`config.mk`:
```
export PLATFORM = sky130hd
export DESIGN_NAME = period_capture
export DESIGN_NICKNAME = d
export VERILOG_FILES = /design/src/rtl/period_capture_pkg.sv /design/src/rtl/period_capture_edge_select_detect.sv /design/src/rtl/period_capture.sv
export SDC_FILE = /design/constraint.sdc
export NUM_CORES = 1
export LEC_CHECK = 0
export ABC_AREA = 0
export ABC_CLOCK_PERIOD_IN_PS = 1600
export CORE_MARGIN = 2
export CORE_UTILIZATION = 47
export DETAILED_ROUTE_END_ITERATION = 10
export GPL_ROUTABILITY_DRIVEN = 0
export PLACE_DENSITY = 0.79
export SETUP_SLACK_MARGIN = 0.02
export SLEW_MARGIN = 20
export SYNTH_ARGS = -nofsm -noshare
export SYNTH_HDL_FRONTEND = slang
export SYNTH_HIERARCHICAL = 1
export SYNTH_SLANG_ARGS = --single-unit
export TNS_END_PERCENT = 100
```
`constraint.sdc`:
```
create_clock -name clk -period 1.6 [get_ports clk]
set_input_delay 0.4 -clock clk [delete_from_list [all_inputs] [get_ports clk]]
set_output_delay 0.4 -clock clk [all_outputs]
set_load 0.02 [all_outputs]
```
`src/rtl/period_capture_pkg.sv`:
```
// Shared definitions for the period_capture block: FSM state encoding and
// active-edge select constants.
package period_capture_pkg;

  typedef enum logic [1:0] {
    ST_IDLE      = 2'd0,
    ST_MEASURE   = 2'd1,
    ST_SATURATED = 2'd2
  } state_t;

  localparam logic SLOPE_FALL = 1'b0;
  localparam logic SLOPE_RISE = 1'b1;

endpackage

```
`src/rtl/period_capture_edge_select_detect.sv`:
```
// Active-edge detector with slope select. Define PERIOD_CAPTURE_SYNC_EN to put
// a 2-flop synchronizer in front of the edge detector for asynchronous inputs.
module edge_select_detect
  import period_capture_pkg::*;
(
  input  logic clk,
  input  logic reset,
  input  logic i_slope,
  input  logic i_sig_in,
  output logic o_act_edge
);

  logic w_sig;
  logic w_rise;
  logic w_fall;
  logic r_sig_prev;

`ifdef PERIOD_CAPTURE_SYNC_EN
  logic [1:0] r_sync;

  always_ff @(posedge clk) begin
    if (!reset) r_sync <= '0;
    else        r_sync <= {r_sync[0], i_sig_in};
  end

  assign w_sig = r_sync[1];
`else
  assign w_sig = i_sig_in;
`endif

  // Tracks the input every cycle, even while disabled, so re-enabling never
  // sees a stale level and reports a phantom edge.
  always_ff @(posedge clk) begin
    if (!reset) r_sig_prev <= 1'b0;
    else        r_sig_prev <= w_sig;
  end

  assign w_rise = w_sig & ~r_sig_prev;
  assign w_fall = ~w_sig & r_sig_prev;

  always_comb begin
    case (i_slope)
      SLOPE_RISE: o_act_edge = w_rise;
      SLOPE_FALL: o_act_edge = w_fall;
      default:    o_act_edge = 1'b0;
    endcase
  end

endmodule

```
`src/rtl/period_capture.sv`:
```
// Edge-to-edge period meter with valid/ready result delivery and saturation.
// Optional input synchronizer enabled by defining PERIOD_CAPTURE_SYNC_EN.
module period_capture
  import period_capture_pkg::*;
#(
  parameter int WIDTH = 8
) (
  input  logic             clk,
  input  logic             reset,
  input  logic             enable,
  input  logic             slope,
  input  logic             sig_in,
  output logic [WIDTH-1:0] period,
  output logic             period_valid,
  input  logic             period_ready,
  output logic             overflow,
  output logic             overrun
);

  localparam logic [WIDTH-1:0] CNT_MAX = '1;
  localparam logic [WIDTH-1:0] CNT_ONE = WIDTH'(1);

  state_t           r_state;
  state_t           w_state_next;
  logic [WIDTH-1:0] r_cnt;
  logic [WIDTH-1:0] w_cnt_next;
  logic [WIDTH-1:0] r_period;
  logic [WIDTH-1:0] w_cap_value;
  logic             r_slope_q;
  logic             r_valid;
  logic             r_overflow;
  logic             r_overrun;
  logic             w_act_edge;
  logic             w_abort;
  logic             w_capture;
  logic             w_cap_ovf;

  edge_select_detect u_edge (
    .clk        (clk),
    .reset      (reset),
    .i_slope    (slope),
    .i_sig_in   (sig_in),
    .o_act_edge (w_act_edge)
  );

  // A slope change mid-measurement invalidates the interval, same as disable.
  assign w_abort = !enable || ((r_state != ST_IDLE) && (slope != r_slope_q));

  // NOTE: sequential state uses non-blocking assignments so every flop samples
  // pre-edge values regardless of block ordering.
  always_ff @(posedge clk) begin
    if (!reset) r_state <= ST_IDLE;
    else        r_state <= w_state_next;
  end

  // NOTE: every always_comb output gets a default first so no path infers a latch.
  always_comb begin
    w_state_next = r_state;
    if (w_abort) begin
      w_state_next = ST_IDLE;
    end else begin
      case (r_state)
        ST_IDLE:      if (w_act_edge) w_state_next = ST_MEASURE;
        ST_MEASURE:   if (!w_act_edge && (r_cnt == CNT_MAX)) w_state_next = ST_SATURATED;
        ST_SATURATED: if (w_act_edge) w_state_next = ST_MEASURE;
        default:      w_state_next = ST_IDLE;
      endcase
    end
  end

  always_comb begin
    w_capture   = 1'b0;
    w_cap_value = r_cnt;
    w_cap_ovf   = 1'b0;
    w_cnt_next  = r_cnt;
    if (w_abort) begin
      w_cnt_next = '0;
    end else begin
      case (r_state)
        ST_IDLE: w_cnt_next = w_act_edge ? CNT_ONE : '0;
        ST_MEASURE: begin
          if (w_act_edge) begin
            w_capture   = 1'b1;
            w_cap_value = r_cnt;
            w_cap_ovf   = (r_cnt == CNT_MAX);
            w_cnt_next  = CNT_ONE;
          end else if (r_cnt != CNT_MAX) begin
            w_cnt_next = r_cnt + CNT_ONE;
          end
        end
        ST_SATURATED: begin
          if (w_act_edge) begin
            w_capture   = 1'b1;
            w_cap_value = CNT_MAX;
            w_cap_ovf   = 1'b1;
            w_cnt_next  = CNT_ONE;
          end else begin
            w_cnt_next = CNT_MAX;
          end
        end
        default: w_cnt_next = '0;
      endcase
    end
  end

  // A new capture always wins over consumption; it only flags overrun when the
  // pending result was not taken in the same cycle.
  always_ff @(posedge clk) begin
    if (!reset) begin
      r_cnt      <= '0;
      r_slope_q  <= 1'b0;
      r_period   <= '0;
      r_valid    <= 1'b0;
      r_overflow <= 1'b0;
      r_overrun  <= 1'b0;
    end else begin
      r_cnt     <= w_cnt_next;
      r_slope_q <= slope;
      if (w_capture) begin
        r_period   <= w_cap_value;
        r_overflow <= w_cap_ovf;
        r_valid    <= 1'b1;
        if (r_valid && !period_ready) r_overrun <= 1'b1;
      end else if (r_valid && period_ready) begin
        r_valid <= 1'b0;
      end
    end
  end

  assign period       = r_period;
  assign period_valid = r_valid;
  assign overflow     = r_overflow;
  assign overrun      = r_overrun;

endmodule
```
==> results of run 1 <==
==> stage by stage <==
| step | instances | util (%) | hold WS (ns) |
|---|---|---|---|
| 2_1_floorplan | 126 | - | 0.4609 |
| 3_5_place_dp | 182 | 61.27 | 0.4570 |
| 3_3_place_gp | 182 | 61.27 | 0.4470 |
| 6_report | 192 | 68.02 | 0.4460 |
| 5_1_grt | 192 | 68.02 | 0.4201 |
| 4_1_cts | 191 | 64.75 | 0.4814 |
==> per-layer routing <==
metal  track usage, %  share of wire, %
met2            43.09                50
met5                0                 0
met1            31.05                40
met3            5.000               7.2
met4            12.82               2.5
==> flip-flops by register name, indices dropped and copies added (netlist names) <==
signal             flops
r_state                2
overrun                1
u_edge/r_sig_prev      1
r_cnt                  8
r_slope_q              1
period_valid           1
period                 8
overflow               1
==> layout by cell type, fill, tap and decap left out, drive strengths merged, types with 2 or more instances in the layout <==
| master | count |
|---|---|
| a21o | 3 |
| a21oi | 11 |
| a31oi | 3 |
| and2 | 3 |
| buf | 21 |
| clkbuf | 4 |
| clkdlybuf4s50 | 3 |
| dfxtp | 23 |
| dlygate4sd2 | 12 |
| ha | 6 |
| inv | 4 |
| nand2 | 12 |
| nand2b | 9 |
| nand3 | 3 |
| nand4 | 2 |
| nor2 | 6 |
| o2111ai | 2 |
| o211ai | 4 |
| o21ai | 3 |
| o311a | 8 |
| or4 | 3 |
| xnor2 | 3 |
==> power breakdown <==
| group | switching (mW) | internal [mW] |
|---|---|---|
| logic | 0.0717 | 0.0666 |
| clock network | 0.172 | 0.0933 |
| registers | 0.00764 | 0.577 |
| total | 0.252 | 0.737 |
==> logic make-up after synthesis <==
kind of cell / count (synthesis) / share of synthesized area, %
flops: 23 / 39.48
simple gates: 44 / 21.24
compound gates: 39 / 25.54
buf+inv: 10 / 4.291
xor+xnor: 4 / 3.005
fa+ha+maj: 6 / 6.438
==> cell type report <==
| cell class | count | area [um^2] | area share (%) |
|---|---|---|---|
| clock buffers | 3 | 22.52 | 1.374 |
| clock inverters | 1 | 5.005 | 0.3053 |
| inverters | 4 | 20.02 | 1.221 |
| multi-input cells | 94 | 778.2 | 47.48 |
| flip-flops and latches | 23 | 470.5 | 28.70 |
| well taps | 30 | 37.54 | 2.290 |
| repair buffers | 37 | 305.3 | 18.63 |
==> what timing repair did <==
action,CTS,global route
setup endpoints to repair,31,20
pin swaps,7,6
gates cloned,1,0
hold buffers,0,0
resized for setup,21,22
setup buffers,4,1
==> cell usage after synthesis (all sizes together), types with 2 or more instances <==
| library cell | instances | share of area, % |
|---|---|---|
| nor2 | 6 | 1.9 |
| ha | 6 | 6.4 |
| dfxtp | 23 | 39 |
| clkbuf | 2 | 0.64 |
| o311a | 8 | 7.0 |
| a21o | 3 | 1.9 |
| or4 | 3 | 1.9 |
| nand3 | 3 | 1.3 |
| nand2 | 12 | 3.9 |
| inv | 4 | 1.3 |
| nand4 | 2 | 1.6 |
| a31oi | 3 | 1.6 |
| o21ai | 3 | 1.3 |
| and2 | 3 | 1.8 |
| buf | 4 | 2.4 |
| xnor2 | 3 | 2.3 |
| a21oi | 11 | 4.7 |
| o211ai | 4 | 2.6 |
| nand2b | 9 | 4.8 |
==> worst max-delay path, cell delays in order <==
cell and delay, ns:
dlygate4sd2_1 0.26, nand2b_4 0.15, o22ai_4 0.27, buf_6 0.16, inv_1 0.09, a21oi_1 0.20
o221ai_1 0.14, a21oi_1 0.15
==> path summary, 6_finish.rpt <==
| check | startpoint | end | slack [ns] | depth (start not counted) |
|---|---|---|---|---|
| setup reg to reg | r_state[1] | r_cnt[7] | 0.04 | 6 |
| hold reg to reg | overrun | overrun | 0.48 | 1 |
| setup / recovery | sig_in | r_cnt[0] | 0.03 | 8 |
| hold / removal | slope | r_slope_q | 0.45 | 2 |
==> metrics.txt, run 1 <==
leak pwr 0.6807 nW; Max-Cap Viols 0; gr usage total 25.68%; core area 0.002410 mm^2; endpoint class of the critical path flip-flop; Rows 18; Synth Instances 126; status finished clean; H-Tree Level Count 1; Reg clk slew, reported paths 0.12 ns; Yosys warnings 6; worst slack at placement -0.5761 ns; GRT Residual Overflow 0; Die ar. 0.002896 mm^2; Synth Flop Type dfxtp_1; Final Max Tran Viols 0; Final period util 97.83%; EDFF count, synth 0; die height 53.81 um; Post-DP HPWL 2057 um; DR pass1 iterations 4; Vias/cell 6.063; required time worst endpoint 1.85 ns; Setup WS post-layout 0.03473 ns; syn_area_per_cell 9.255 um^2; Pwr Density 603.2 mW/mm^2; WS Path Type input pin to flip-flop; DP Area 0.001476 mm^2; final WL 3243 um; RSZ-0062 raised after global routing yes; CTS Buf Count 3; Initial Util 48.39%; global-route wire length before repair 5306 um; Worst Tran Pin Value 0.3878 ns; fin crit period 1.565 ns; later-pin clock latency in the skew report 0.31 ns; final hold vios 0; Synth Cell Area 0.001166 mm^2; Highest Clock Rate 638.9 MHz; Final Setup Violations 0; Synth async-reset ratio 0%; HP Class input pin to flip-flop; WL/cell 16.89 um; Clock Sinks 23; layout filler cell count 177; Worst Skew 0.001580 ns; # nets final 175; setup TNS 0 ns; CTS max path bufs 2; crit path DAT 1.82 ns; initial antenna violation count 0; maximum vdd drop 0.4220 mV; Residual DRC 0; CTS tree built; share of layout cells above drive strength 1 33.95%; sequential area share after synthesis 39.48%; register bit count reported by yosys 23; Mapped Nets 138; area growth from synthesis to layout 40.56%; top fanout value on the critical path 5; clock root cell clkbuf_4; DR iter-0 viols 61; PortBufs 16; vias in the first global route 1,160; ANT nets after route 0; number of library cell types mapped by synthesis 37; I/O pin total 17; critical path launch point type input pin; Die Wd 53.81 um; Slew HR 74.15%; Vias 1,164; Overall Power 0.9887 mW; # diodes 0; Final Cell Area 0.001639 mm^2; pin count of the biggest net entering global routing 14
Note: power is estimated with default switching activity, not from simulation.
==> inputs of run 2 (changes only) <==
Settings changed: CORE_UTILIZATION 47 to 40, PLACE_DENSITY 0.79 to 0.7.
==> run 2 against run 1 <==
Worst setup slack better by 0.067 ns. Critical endpoint is now r_cnt[7]. Via count is 2.3% lower. Largest power group unchanged. Combinational power is 9% lower.
==> metrics.txt, run 2 (same netlist as run 1, synthesis figures left out) <==
status finished clean (unchanged); Slew HR 76.07% (was 74.15%); CTS tree built (unchanged); WL/cell 15.51 um (was 16.89 um); hold path endpoint r_slope_q (unchanged); Hold Path Depth 2 (unchanged); Worst Hold Launch slope (unchanged); endpoint class of the critical path flip-flop (unchanged); final WL 2993 um (was 3243 um); required time worst endpoint 1.82 ns (was 1.85 ns); RR Endpoint r_cnt[7] (unchanged); Reg clk slew, reported paths 0.13 ns (was 0.12 ns); area growth from synthesis to layout 38.09% (was 40.56%); CTS Buf Count 3 (unchanged); core area 0.002758 mm^2 (was 0.002410 mm^2); crit path DAT 1.72 ns (was 1.82 ns); Rows 19 (was 18); Clock Sinks 23 (unchanged); hold_ws 0.4059 ns (was 0.4460 ns); WS Path Type flip-flop to flip-flop (was input pin to flip-flop); Crit path largest cell delay 0.43 ns (was 0.27 ns); Highest Clock Rate 667.5 MHz (was 638.9 MHz); met2 Track Usage GR 34.09% (was 43.09%); Final period util 93.63% (was 97.83%); H-Tree Level Count 1 (unchanged); Final Setup Violations 0 (unchanged); Worst Skew 0.001918 ns (was 0.001580 ns); Post-DP HPWL 2093 um (was 2057 um); I/O pin total 17 (unchanged); PortBufs 16 (unchanged); RSZ-0062 raised after global routing yes (unchanged); Final Max Tran Viols 0 (unchanged); # nets final 175 (unchanged); global-route wire length before repair 5140 um (was 5306 um); final hold vios 0 (unchanged); leak pwr 0.6754 nW (was 0.6807 nW); Die ar. 0.003363 mm^2 (was 0.002896 mm^2); CTS max path bufs 2 (unchanged); critical path, cell by cell inv_4 > ha_4 > buf_4 > o211ai_1 > buf_4 > a31oi_1 (was dlygate4sd2_1 > nand2b_4 > o22ai_4 > buf_6 > inv_1 > a21oi_1 > o221ai_1 > a21oi_1); Initial Util 42.29% (was 48.39%); Pwr Density 614.2 mW/mm^2 (was 603.2 mW/mm^2); DR iter-0 viols 48 (was 61); R2R cell count 6 (unchanged); critical path launch point type flip-flop (was input pin); Reg2Reg Setup Slack 0.10 ns (was 0.04 ns); maximum vdd drop 0.3168 mV (was 0.4220 mV); gr usage total 19.97% (was 25.68%); Vias/cell 5.891 (was 6.063); share of layout cells above drive strength 1 32.72% (was 33.95%); # diodes 0 (unchanged); fin crit period 1.498 ns (was 1.565 ns); later-pin clock latency in the skew report 0.32 ns (was 0.31 ns); die height 58.00 um (was 53.81 um); Final Util 58.39% (was 68.02%); DR pass1 iterations 4 (unchanged); Worst Tran Pin Value 0.3589 ns (was 0.3878 ns); HP Class input pin to flip-flop (unchanged); slowest stage cell on the critical path dfxtp_4 (was o22ai_4); pin count of the biggest net entering global routing 14 (unchanged); CP dominant cell by count buf_4 (was a21oi_1); GRT busiest layer met2 (unchanged); layout filler cell count 256 (was 177); Max-Cap Viols 0 (unchanged); # hold bufs at CTS 0 (unchanged); ANT nets after route 0 (unchanged); reg2reg start r_state[0] (was r_state[1]); GRT Residual Overflow 0 (unchanged); most frequent cells in the layout buf_4, dfxtp_1, nand2_1 (was dfxtp_1, buf_4, nand2_1, dlygate4sd2_1, a21oi_1); top fanout value on the critical path 7 (was 5); clock root cell clkbuf_4 (unchanged); GRT met1 Usage 25.42% (was 31.05%); Vias 1,137 (was 1,164); commonest non-fill, non-tap cell in the layout buf_4; vias in the first global route 1,142 (was 1,160); met3 usage 2.679% (was 5.000%); Die Wd 58.00 um (was 53.81 um); Residual DRC 0 (unchanged); initial antenna violation count 0 (unchanged)
[run 2: layout make-up]
class | instances | area (um^2) | area share, %
well taps | 31 | 38.79 | 2.409
inverters | 4 | 17.52 | 1.088
multi-input cells | 94 | 750.7 | 46.62
flip-flops and latches | 23 | 473.0 | 29.37
repair buffers | 37 | 302.8 | 18.80
clock inverters | 1 | 5.005 | 0.3108
clock buffers | 3 | 22.52 | 1.399
[run 2: stage by stage]
stage                     setup TNS [ns]  std cells  total power [mW]  worst slack, ns  area, um^2
after global placement            -8.866        185            0.7007          -0.5010        1493
after detailed placement          -9.846        185            0.7044          -0.5658        1493
final                                  0        193            0.9890           0.1019        1610
after floorplan                        0        126            0.6589          0.03693        1197
after global routing            -0.02031        193             1.035         -0.02031        1610
after CTS                              0        192            0.9927          0.03537        1556
[run 2: power breakdown]
part           switching (mW)  leakage, nW  internal [mW]  total, mW
logic                  0.0642        0.469         0.0608      0.125
clock network           0.187       0.0177         0.0936      0.280
registers             0.00721        0.189          0.576      0.584
total                   0.258        0.675          0.731      0.989
[run 2: worst max-delay path, delay by kind of cell (launching register included)]
family                     cells  cell delay [ns]
adders and majority gates      1             0.18
DFF                            1             0.43
AOI/OAI and AO/OA              2             0.37
buffers and inverters          3             0.43
[run 2: layer usage]
layer	vias to the layer above	share of wire (%)
met3	4	4.8
met2	32	51
met1	561	43
met5	-	0
li1	540	-
met4	0	1.1
[run 2: how the worst max path moves through the flow]
stage                     depth (start not counted)         end              start
after floorplan                                   5   period[3]             sig_in
final                                             6    r_cnt[7]         r_state[0]
after detailed placement                          7    r_cnt[5]              slope
after global placement                            7    r_cnt[5]              slope
after global routing                              7  r_state[0]  u_edge/r_sig_prev
after CTS                                         4   period[3]         r_state[0]
[run 2: what timing repair did]
item | CTS | global route
setup buffers | 2 | 1
gates cloned | 1 | 0
gates resized for setup | 19 | 20
pin swaps | 8 | 5
endpoints found under the setup margin | 31 | 21
